--- src/rtl/display_scan4.sv ---
// Four-digit multiplexed display scanner: one nibble at a time, one-hot enables,
// dead time between slots, optional leading-zero blanking, frame-aligned updates.
module display_scan4 #(
  parameter int REFRESH_DIV = 50000,
  parameter int DEAD_CYCLES = 1
) (
  input  logic        Clk,
  input  logic        Rst,
  input  logic [15:0] Value,
  input  logic        Load,
  input  logic        Blank_lz,
  output logic [3:0]  Digit,
  output logic [3:0]  Digit_en,
  output logic        Pending,
  output logic        Ack
);

  localparam int CW = $clog2(REFRESH_DIV);
  localparam logic [CW-1:0] LAST = CW'(REFRESH_DIV - 1);

  typedef enum logic {DEAD = 1'b0, ON = 1'b1} state_t;
  localparam state_t RST_STATE = (DEAD_CYCLES == 0) ? ON : DEAD;

  logic [CW-1:0] cnt_q, cnt_d;
  logic [1:0]    idx_q, idx_d;
  state_t        state_q;
  logic [15:0]   staging_q, disp_q;
  logic          pending_q, ack_q, blz_q;
  logic          slot_end, frame_end, dead_d;
  logic          lz3, lz2, lz1;
  logic [3:0]    blank_mask;

  assign slot_end  = (cnt_q == LAST);
  assign frame_end = slot_end && (idx_q == 2'd3);
  assign cnt_d     = slot_end ? '0 : cnt_q + CW'(1);
  assign idx_d     = slot_end ? idx_q + 2'd1 : idx_q;

  generate
    if (DEAD_CYCLES == 0) begin : g_no_dead
      assign dead_d = 1'b0;
    end else begin : g_dead
      localparam logic [CW-1:0] DEAD_C = CW'(DEAD_CYCLES);
      assign dead_d = (cnt_d < DEAD_C);
    end
  endgenerate

  always_ff @(posedge Clk or posedge Rst) begin
    if (Rst) begin
      cnt_q     <= '0;
      idx_q     <= '0;
      state_q   <= RST_STATE;
      staging_q <= '0;
      disp_q    <= '0;
      pending_q <= 1'b0;
      ack_q     <= 1'b0;
      blz_q     <= 1'b0;
    end else begin
      cnt_q   <= cnt_d;
      idx_q   <= idx_d;
      state_q <= dead_d ? DEAD : ON;
      blz_q   <= Blank_lz;
      ack_q   <= frame_end && pending_q;
      // Transfer uses the pre-edge staging, so a colliding Load stays pending
      if (frame_end && pending_q) disp_q <= staging_q;
      if (Load) begin
        staging_q <= Value;
        pending_q <= 1'b1;
      end else if (frame_end) begin
        pending_q <= 1'b0;
      end
    end
  end

  assign lz3 = (disp_q[15:12] == 4'd0);
  assign lz2 = lz3 && (disp_q[11:8] == 4'd0);
  assign lz1 = lz2 && (disp_q[7:4] == 4'd0);
  assign blank_mask = blz_q ? {lz3, lz2, lz1, 1'b0} : 4'b0000;

  assign Digit   = disp_q[{idx_q, 2'b00} +: 4];
  assign Pending = pending_q;
  assign Ack     = ack_q;

  // Without dead time the reset state is ON, so reset itself must hold enables low
  assign Digit_en = (state_q == ON && !Rst) ? ((4'b0001 << idx_q) & ~blank_mask) : 4'b0000;

endmodule

--- config.mk ---
export PLATFORM = sky130hd
export DESIGN_NAME = display_scan4
export DESIGN_NICKNAME = d
export VERILOG_FILES = /design/src/rtl/display_scan4.sv
export SDC_FILE = /design/constraint.sdc
export NUM_CORES = 1
export LEC_CHECK = 0
export ABC_AREA = 1
export CAP_MARGIN = 40
export CELL_PAD_IN_SITES_DETAIL_PLACEMENT = 1
export CELL_PAD_IN_SITES_GLOBAL_PLACEMENT = 1
export CORE_MARGIN = 2
export CORE_UTILIZATION = 44
export CTS_BUF_LIST = sky130_fd_sc_hd__clkbuf_2 sky130_fd_sc_hd__clkbuf_4 sky130_fd_sc_hd__clkbuf_8
export DETAILED_ROUTE_END_ITERATION = 12
export PLACE_DENSITY_LB_ADDON = 0.3
export SETUP_SLACK_MARGIN = 0.4
export SLEW_MARGIN = 20
export SYNTH_ARGS = -nofsm -noshare
export SYNTH_HDL_FRONTEND = slang
export SYNTH_SLANG_ARGS = --single-unit
--- constraint.sdc ---
create_clock -name Clk -period 2.3 [get_ports Clk]
set_input_delay 0.23 -clock Clk [delete_from_list [all_inputs] [get_ports Clk]]
set_output_delay 0.23 -clock Clk [all_outputs]
set_load 0.01 [all_outputs]
==> metrics.yaml, run 1 <==
synthesis:
  syn_inst: 338
  ys_warn_count: 0
  async_flop_share_pct: 100
  post_synth_instance_area_sq_mm: 0.00276
  synthesis.area_per_instance_sq_um: 8.16
  post-synth-top-area-cell: "dfrtp_1"
  area_contributors_post_synth: "dfrtp_1 (49%), nand2_1 (10%), inv_1 (7.8%)"
  synthFlopType: "dfrtp_1"
  synthDistinctLibCells: 27
  cell_with_the_most_instances_after_synthesis: "nand2_1"
  number_of_enable_type_register_cells_in_the_synthesized_netlist: 0
  ys_ff_latch: 54
  synth_largest_type_area_fraction_pct: 49.0
  synth_commonest_cells: "nand2_1 (75), inv_1 (57), dfrtp_1 (54)"
  proportion_of_synthesized_chip_area_in_sequential_cells_pct: 49.0
  syn_nets: 363
sta:
  period_needed_ns: 1.95
  rsz0062_at_grt: "true"
  fin_worst_skew_ns: 0.0142
  peak_clock_frequency_supported_by_timing_mhz: 513
  final-max-slew-violation-count: 0
  tightestPinTransition_ns: 0.705
  fin_tns_setup_ns: 0
  final.period_utilization_pct: 84.8
  setup-violations-final: 0
  final_hold_violating_endpoints: 0
  slew_headroom_pct: 53.0
clocking:
  clock-root-buffer: "clkbuf_8"
  inserted_clock_buffers: 5
  cts_htree_levels: 2
  ctsLongestPathBuffers: 2
  cts-hold-fix-buffers: 0
  numClockSinks: 54
  clk_transition_reported_paths_ns: 0.11
  tritoncts: "done"
  insertion_delay_ns: 0.33
finish:
  combined_area_of_the_multi_input_logic_cells_sq_mm: 0.00121
  finalNetCount: 409
  antenna_cells: 0
  layout.filler_cells: 732
  design_area_sq_mm: 0.00339
  flow.area_growth_from_synthesis_pct: 23.0
  final_core_utilization_pct: 56.6
  layout-drive-gt1-share_pct: 21.3
  regArea_sq_mm: 0.00135
  count_of_non_filler_cells_in_the_finished_layout: 460
setup_path:
  worstPathRequired_ns: 2.07
  crit_arrival_ns: 1.72
  worst_path_largest_cell_delay_ns: 0.43
  type_of_element_launching_the_critical_path: "flip-flop"
  cp_max_fo: 3
  critPathMostFrequentCell: "nand2_1"
  critical-path-top-delay-family: "simple AND/OR/NAND/NOR gates"
  timing.setup.critical_path_class: "reg -> out"
  path_buf_inv: 2
  cells_traversed_along_the_worst_timing_path: "nor4_2 > nand2_1 > nor2_2 > nand2_1 > nand3_1 > inv_1 > buf_2"
  end_kind: "output port"
  crit_path_top_delay_cell: "dfrtp_1"
global_routing:
  global_route.overflow_total: 0
  grt_pass1_wl_mm: 11.8
  grt_antenna_before_repair: 0
  groute.usage.overall_pct: 21.5
  first_global_vias: 2341
  grt_start_max_net_pins: 55
power:
  peakVddDrop_mv: 0.393
  power.static_leakage_nw: 1.72
  power_density_mw_per_mm2: 525
placed_design:
  port-buffer-count: 29
  dp_cells: 437
  detailed_place_hpwl_mm: 4.82
  place_congestion: 0.835
  postPlaceCellArea_sq_mm: 0.00311
min_path:
  worst_hold_path_type: "in -> reg"
route:
  post-route-drc-count: 0
  dr_total_vias: 2373
  ant_nets: 0
  totalWireLength_mm: 7.73
  drtPass1Iterations: 4
  first_iter_violations: 141
  via_per_instance_ratio: 5.16
  route.detailed.wl_per_inst_um: 16.8
floorplan:
  initial_core_util_pct: 46.0
  dieArea_sq_mm: 0.00692
  ios: 30
  placeableCoreArea_sq_mm: 0.00599
  die_y_um: 83.2
  rows: 28
  die_w_um: 83.2
outcome:
  status: "finished clean"
job:
  cap_violations: 0
==> cell type report <==
| class | instances | area share [%] |
|---|---|---|
| clock inverter | 3 | 1.44 |
| inverter | 58 | 6.64 |
| tap | 75 | 2.77 |
| clock buffer | 5 | 2.03 |
| sequential | 54 | 39.9 |
| timing repair buffer | 45 | 11.5 |
| multi-input combinational | 220 | 35.7 |
==> report_power, final <==
| group | total [W] | switching (W) | leakage, nW | internal [W] |
|---|---|---|---|---|
| Sequential | 0.000982 | 0.00000737 | 0.695 | 0.000974 |
| Clock | 0.000687 | 0.000355 | 0.0563 | 0.000332 |
| Combinational | 0.000113 | 0.0000667 | 0.969 | 0.0000462 |
| Total | 0.00178 | 0.000429 | 1.72 | 0.00135 |
==> flip-flops by register name, indices dropped and copies added (netlist names) <==
register / cells
Ack: 1
Pending: 1
blz_q: 1
cnt_q: 16
disp_q: 16
idx_q: 2
staging_q: 16
state_q: 1
==> layout by cell type (no fill, tap or decap), types with 3 or more instances in the layout <==
cell type        Yosys  routed
nand2_2             14      14
clkinvlp_4           0       3
buf_4                0      16
dfrtp_1             54      52
ha_1                 5       4
clkbuf_8             0       5
clkdlybuf4s50_1      0      21
inv_2                1       3
inv_1               57      53
nand3_1             20      18
xor2_1               4       4
clkbuf_2             0       3
nand2_1             75      75
nor3_1               4       3
o21ai_0             29      28
o21ai_2             16      16
nor2_2               3       4
nor2_1              33      31
==> routing by layer <==
layer  wire length [um]  GRT usage (%)  vias up
met5                  0              0        -
met2               3900           37.1       42
met1               3470           28.7     1172
met4                116           4.77        0
li1                   -              -     1147
met3                238           3.38       12
==> worst paths after layout <==
kind                            start  slack, ns  cells past startpoint          end
min                          Blank_lz       0.37                      1        blz_q
max in group asynchronous         Rst       1.26                      3     idx_q[0]
max reg2reg                  cnt_q[0]       0.51                      9   disp_q[13]
min in group asynchronous         Rst       0.52                      3    cnt_q[12]
min reg2reg                 disp_q[3]       0.51                      2    disp_q[3]
max                        disp_q[15]       0.35                      7  Digit_en[1]
==> metrics by stage <==
stage          total power [W]  setup WS [ns]  hold slack (ns)
2_1_floorplan          0.00105          0.635            0.261
4_1_cts                0.00179          0.257            0.392
3_5_place_dp           0.00111          0.348            0.481
6_report               0.00178          0.349            0.373
5_1_grt                0.00184          0.278            0.375
3_3_place_gp           0.00110          0.392            0.475
==> logic make-up (layout without fill, tap and decap cells) <==
| logic type | Yosys count | count (layout) | share of synthesized area, % |
|---|---|---|---|
| buf+inv | 65 | 111 | 9.66 |
| flops | 54 | 54 | 49.0 |
| simple gates | 159 | 160 | 26.1 |
| xor+xnor | 4 | 4 | 1.27 |
| compound gates | 51 | 51 | 11.7 |
| fa+ha+maj | 5 | 5 | 2.27 |
==> timing repair <==
item	in CTS	in global routing
cloned	0	1
resized for setup	17	21
hold endpoints to repair	0	0
buffers inserted	9	5
pin swaps	3	6
setup endpoints to repair	25	24
==> worst reg2reg max path, stage by stage, from the launching register on <==
cell and delay, ns:
dfrtp_1 0.41, ha_2 0.25, nand2_1 0.09, nor2_2 0.13, nand3_2 0.10, nor2_4 0.15
and2_4 0.24, nand2_8 0.14, nand2_1 0.12, o21ai_2 0.05
Note: power is estimated with default switching activity, not from simulation.
==> run 2: changes to the inputs <==
- clock period: 2.3 -> 1.95 ns (I/O delays scaled with it)
==> metrics.yaml, run 2 (synthesis results as in run 1) <==
setup_path:
  cp-startpoint: "idx_q[0]"
  timing.setup.critical_path_class: "reg -> out"
  end_kind: "output port"
  setup.worst_path.end: "Digit[2]"
  cp_max_fo: 4  # +1
  r2r.worst_path.cells: 10  # +1
  terminus_of_the_critical_flop_to_flop_path: "disp_q[3]"
  worstPathRequired_ns: 1.75  # -0.32 ns
  type_of_element_launching_the_critical_path: "flip-flop"
  worstReg2RegStart: "cnt_q[11]"
  worst-r2r-setup-slack_ns: -0.03  # -0.54 ns
  crit_arrival_ns: 1.78  # +0.06 ns
finish:
  reg.largest.list: "cnt_q x16, disp_q x16, staging_q x16"
  regArea_sq_mm: 0.00136  # +0.37%
  finalNetCount: 447  # +9.3%
  flow.area_growth_from_synthesis_pct: 54.0
  combined_area_of_the_multi_input_logic_cells_sq_mm: 0.00155  # +28%
  layout.filler_cells: 651  # -11%
  count_of_non_filler_cells_in_the_finished_layout: 498  # +8.3%
  final_common_cell: "nand2_1"
  layout-drive-gt1-share_pct: 43.7  # +22 points
  commonest_non_fill_non_tap_cells_in_the_layout: "nand2_1 (53), dfrtp_1 (48), inv_1 (41)"
  design_area_sq_mm: 0.00425  # +25%
  antenna_cells: 0  # unchanged
placed_design:
  place_congestion: 0.821  # -1.6%
  postPlaceCellArea_sq_mm: 0.00317  # +1.9%
  detailed_place_hpwl_mm: 5.33  # +11%
  dp_cells: 443  # +1.4%
  port-buffer-count: 29  # unchanged
route:
  totalWireLength_mm: 14.4  # +86%
  post-route-drc-count: 0  # unchanged
  route.detailed.wl_per_inst_um: 28.9  # +72%
  first_iter_violations: 360  # +160%
  met3_routed_length_mm: 1.30  # +450%
  met2_length_mm: 6.97  # +79%
  ant_nets: 0  # unchanged
  drtPass1Iterations: 5  # +1
  route.layer.met1.wl_mm: 5.18  # +49%
  dr_total_vias: 3049  # +28%
  via_per_instance_ratio: 6.12  # +19%
  top_signal_layer_used: "met4"
sta:
  final-max-slew-violation-count: 0  # unchanged
  tightestPinTransition_ns: 0.726  # +0.0214 ns
  peak_clock_frequency_supported_by_timing_mhz: 506
  final_critical_path_setup_slack_ns: -0.0257  # -0.375 ns
  fin_worst_skew_ns: 0.0174  # +0.00316 ns
  fin_tns_setup_ns: -0.109  # -0.109 ns
  period_needed_ns: 1.98
  rsz0062_at_grt: "true"
  final_hold_violating_endpoints: 0  # unchanged
  final.period_utilization_pct: 101
  setup-violations-final: 6  # +6
  slew_headroom_pct: 51.6  # -1.4 points
global_routing:
  grt_start_max_net_pins: 55  # unchanged
  global_route.overflow_total: 0  # unchanged
  grt_antenna_before_repair: 0  # unchanged
  groute.usage.overall_pct: 33.6  # +12 points
  first_global_vias: 3051  # +30%
  grt_pass1_wl_mm: 17.7  # +50%
floorplan:
  initial_core_util_pct: 46.0  # unchanged
  placeableCoreArea_sq_mm: 0.00599  # unchanged
  ios: 30  # unchanged
  die_y_um: 83.2  # unchanged
  rows: 28  # unchanged
  die_w_um: 83.2  # unchanged
  dieArea_sq_mm: 0.00692  # unchanged
outcome:
  status: "complete, but fails checks"
  failing_checks: "setup timing"
power:
  power.static_leakage_nw: 2.03  # +18%
  peakVddDrop_mv: 0.715  # +82%
  power_density_mw_per_mm2: 514  # -2.2%
min_path:
  worst_hold_path_type: "in -> reg"
  worstHoldPathCells: 1  # unchanged
clocking:
  insertion_delay_ns: 0.34  # about the same
  clock-root-buffer: "clkbuf_8"
  cts-hold-fix-buffers: 0  # unchanged
  tritoncts: "done"
  clk_transition_reported_paths_ns: 0.12  # about the same
  cts_htree_levels: 2  # unchanged
  ctsLongestPathBuffers: 2  # unchanged
  inserted_clock_buffers: 5  # unchanged
  numClockSinks: 54  # unchanged
job:
  cap_violations: 0  # unchanged
run 2: cell types whose count changed in the layout (fill, tap and decap cells not counted), sizes merged:
cell / change
dlymetal6s2s: -1
clkinv: +1
clkinvlp: -1
clkbuf: -3
buf: +45
nand2: -1
dlygate4sd2: -2
run 2: worst min path at each step:
stage | slack [ns] | start | end
global placement | 0.48 | disp_q[2] | disp_q[2]
CTS | 0.32 | Blank_lz | blz_q
floorplan | 0.23 | Blank_lz | blz_q
detailed placement | 0.48 | disp_q[1] | disp_q[1]
global route | 0.32 | Blank_lz | blz_q
finish | 0.31 | Blank_lz | blz_q
run 2: what timing repair did:
item / in CTS / in global routing
setup endpoints to repair: 28 / 40
gates cloned: 4 / 0
gates resized for setup: 95 / 90
pin swaps: 13 / 27
setup buffers: 34 / 9
run 2: metal layers:
layer / global-route usage (%) / vias to the layer above
li1: - / 1220
met5: 0 / -
met4: 10.3 / 0
met2: 59.1 / 234
met1: 42.6 / 1503
met3: 5.17 / 92
run 2: layout make-up:
type | count | share of cell area [%]
clock inverters | 3 | 1.12
repair buffers | 84 | 21.2
well taps | 75 | 2.21
multi-input cells | 219 | 36.4
clock buffers | 5 | 1.62
inverters | 58 | 5.42
flip-flops and latches | 54 | 32.0
run 2: stage by stage:
| step | power, W | hold slack (ns) | worst slack, ns | util, % |
|---|---|---|---|---|
| 3_5_place_dp | 0.00131 | 0.480 | 0.149 | 52.9 |
| 5_1_grt | 0.00223 | 0.316 | -0.0748 | 70.9 |
| 6_report | 0.00218 | 0.311 | -0.0257 | 70.9 |
| 3_3_place_gp | 0.00130 | 0.476 | 0.182 | 52.9 |
| 4_1_cts | 0.00211 | 0.323 | 0.0793 | 64.1 |
| 2_1_floorplan | 0.00124 | 0.226 | 0.389 | - |
run 2: critical path, cell delays in order, from the launching register on:
cell	delay, ns
dfrtp_1	0.46
clkinvlp_4	0.20
buf_6	0.17
buf_6	0.11
a21oi_2	0.15
o21ai_1	0.12
o21ai_1	0.09
buf_2	0.14
run 2: power breakdown:
group          internal (W)  switching [W]
combinational     0.0000588       0.000100
sequential          0.00115      0.0000156
clock              0.000393       0.000464
total               0.00160       0.000580
==> run 3: changes to the inputs <==
- CORE_ASPECT_RATIO: unset -> 0.8
- HOLD_SLACK_MARGIN: unset -> 0.12
==> metrics.yaml, run 3 (synthesis results as in run 1) <==
finish:
  finalNetCount: 432  # -3.4%
  final_core_utilization_pct: 64.9  # -6.0 points
  reg.largest.list: "cnt_q x16, disp_q x16, staging_q x16"
  regArea_sq_mm: 0.00136  # about the same
  flow.area_growth_from_synthesis_pct: 40.6
  final_common_cell: "nand2_1"
  commonest_non_fill_non_tap_cells_in_the_layout: "nand2_1 (65), dfrtp_1 (47), inv_1 (46)"
  antenna_cells: 0  # unchanged
  layout-drive-gt1-share_pct: 35.3  # -8.4 points
  combined_area_of_the_multi_input_logic_cells_sq_mm: 0.00140  # -9.4%
  layout.filler_cells: 681  # +4.6%
clocking:
  cts-hold-fix-buffers: 0  # unchanged
  insertion_delay_ns: 0.31  # -0.03 ns
  cts_htree_levels: 2  # unchanged
  ctsLongestPathBuffers: 2  # unchanged
  tritoncts: "done"
  inserted_clock_buffers: 5  # unchanged
  clk_transition_reported_paths_ns: 0.10  # -0.02 ns
  clock-root-buffer: "clkbuf_8"
  numClockSinks: 54  # unchanged
min_path:
  worst_hold_path_type: "in -> reg"
route:
  drtPass1Iterations: 4  # -1
  post-route-drc-count: 0  # unchanged
  totalWireLength_mm: 11.0  # -23%
  ant_nets: 0  # unchanged
  via_per_instance_ratio: 5.61  # -8.3%
  route.detailed.wl_per_inst_um: 22.5  # -22%
  dr_total_vias: 2745  # -10%
  first_iter_violations: 173  # -52%
sta:
  rsz0062_at_grt: "true"
  period_needed_ns: 2.13  # +0.159 ns
  setup-violations-final: 1  # -5
  timing.hold.ws_ns: 0.331  # +0.0200 ns
  peak_clock_frequency_supported_by_timing_mhz: 468  # -7.5%
  final-max-slew-violation-count: 0  # unchanged
  final_critical_path_setup_slack_ns: -0.185  # -0.159 ns
  slew_headroom_pct: 53.7  # +2.1 points
  tightestPinTransition_ns: 0.695  # -0.0309 ns
  fin_worst_skew_ns: 0.00801  # -0.00936 ns
  final.period_utilization_pct: 109  # +8.2 points
  final_hold_violating_endpoints: 0  # unchanged
global_routing:
  groute.usage.overall_pct: 27.7  # -5.9 points
  grt_pass1_wl_mm: 14.4  # -18%
  grt_antenna_before_repair: 0  # unchanged
  global_route.overflow_total: 0  # unchanged
  first_global_vias: 2772  # -9.1%
  grt_start_max_net_pins: 55  # unchanged
placed_design:
  port-buffer-count: 29  # unchanged
  detailed_place_hpwl_mm: 5.32  # -0.17%
  place_congestion: 0.862  # +5.0%
floorplan:
  dieArea_sq_mm: 0.00692  # about the same
  rows: 25  # -11%
  die_w_um: 92.5  # +11%
  die_y_um: 74.8  # -10%
  placeableCoreArea_sq_mm: 0.00597  # -0.27%
  ios: 30  # unchanged
  initial_core_util_pct: 46.2  # +0.13 points
outcome:
  status: "complete, but fails checks"
  failing_checks: "setup timing"
setup_path:
  crit_arrival_ns: 2.33  # +0.55 ns
  worst-r2r-setup-slack_ns: -0.18  # -0.16 ns
  cp_max_fo: 4  # unchanged
  end_kind: "flip-flop"
  timing.setup.critical_path_class: "reg -> reg"
  type_of_element_launching_the_critical_path: "flip-flop"
  worstPathRequired_ns: 2.15  # +0.40 ns
power:
  power_density_mw_per_mm2: 505  # -1.6%
  peakVddDrop_mv: 0.361  # -50%
  power.static_leakage_nw: 1.88  # -7.4%
job:
  cap_violations: 0  # unchanged
run 3: through the flow:
step	total power, W	instances	TNS [ns]	instance area [sq um]	setup slack, ns
5_1_grt	0.00203	489	-0.243	3880	-0.220
3_5_place_dp	0.00131	448	0	3180	0.0222
6_report	0.00196	489	-0.185	3880	-0.185
3_3_place_gp	0.00130	448	0	3180	0.119
2_1_floorplan	0.00124	338	0	2760	0.389
4_1_cts	0.00196	479	0	3670	0.158
run 3: worst paths after layout:
check	startpoint	end	depth (start not counted)
hold reg to reg	disp_q[10]	disp_q[10]	2
min in group asynchronous	Rst	staging_q[14]	3
max in group asynchronous	Rst	cnt_q[2]	3
setup reg to reg	cnt_q[13]	state_q	12
hold / removal	Blank_lz	blz_q	1
setup / recovery	cnt_q[13]	state_q	12
run 3: metal layers:
metal | vias to the layer above | global-route usage [%] | wire length [um]
met4 | 0 | 10.8 | 447
met5 | - | 0 | 0
met2 | 112 | 46.6 | 5540
li1 | 1190 | - | -
met3 | 39 | 6.51 | 533
met1 | 1404 | 35.4 | 4500
run 3: worst max-delay path: stages (launching register included):
cell     delay, ns
dfrtp_2       0.47
inv_1         0.11
nand2_1       0.10
nor2_1        0.18
nand2_1       0.14
nor2_4        0.15
buf_4         0.12
buf_6         0.09
nor2_1        0.07
nor2_1        0.21
nand2_1       0.11
nor2_1        0.16
nand3_1       0.11
run 3: repair_timing:
item | 4_1_cts | 5_1_grt
pin swaps | 19 | 14
gates cloned | 3 | 0
buffers inserted | 20 | 10
gates resized for setup | 90 | 42
endpoints found under the hold margin | 0 | 0
setup endpoints to repair | 31 | 39
run 3: power by group:
group / switching (W) / internal, W / leakage (nW)
Clock: 0.000397 / 0.000254 / 0.0441
Sequential: 0.0000115 / 0.00115 / 0.688
Combinational: 0.0000888 / 0.0000585 / 1.15
Total: 0.000498 / 0.00146 / 1.88
run 3: layout make-up:
| type | instances | share of cell area, % |
|---|---|---|
| clock buffers | 5 | 1.78 |
| flip-flops and latches | 54 | 35.1 |
| repair buffers | 68 | 17.8 |
| well taps | 81 | 2.61 |
| repair inverters | 1 | 0.194 |
| clock inverters | 3 | 0.549 |
| multi-input cells | 219 | 36.2 |
| inverters | 58 | 5.81 |
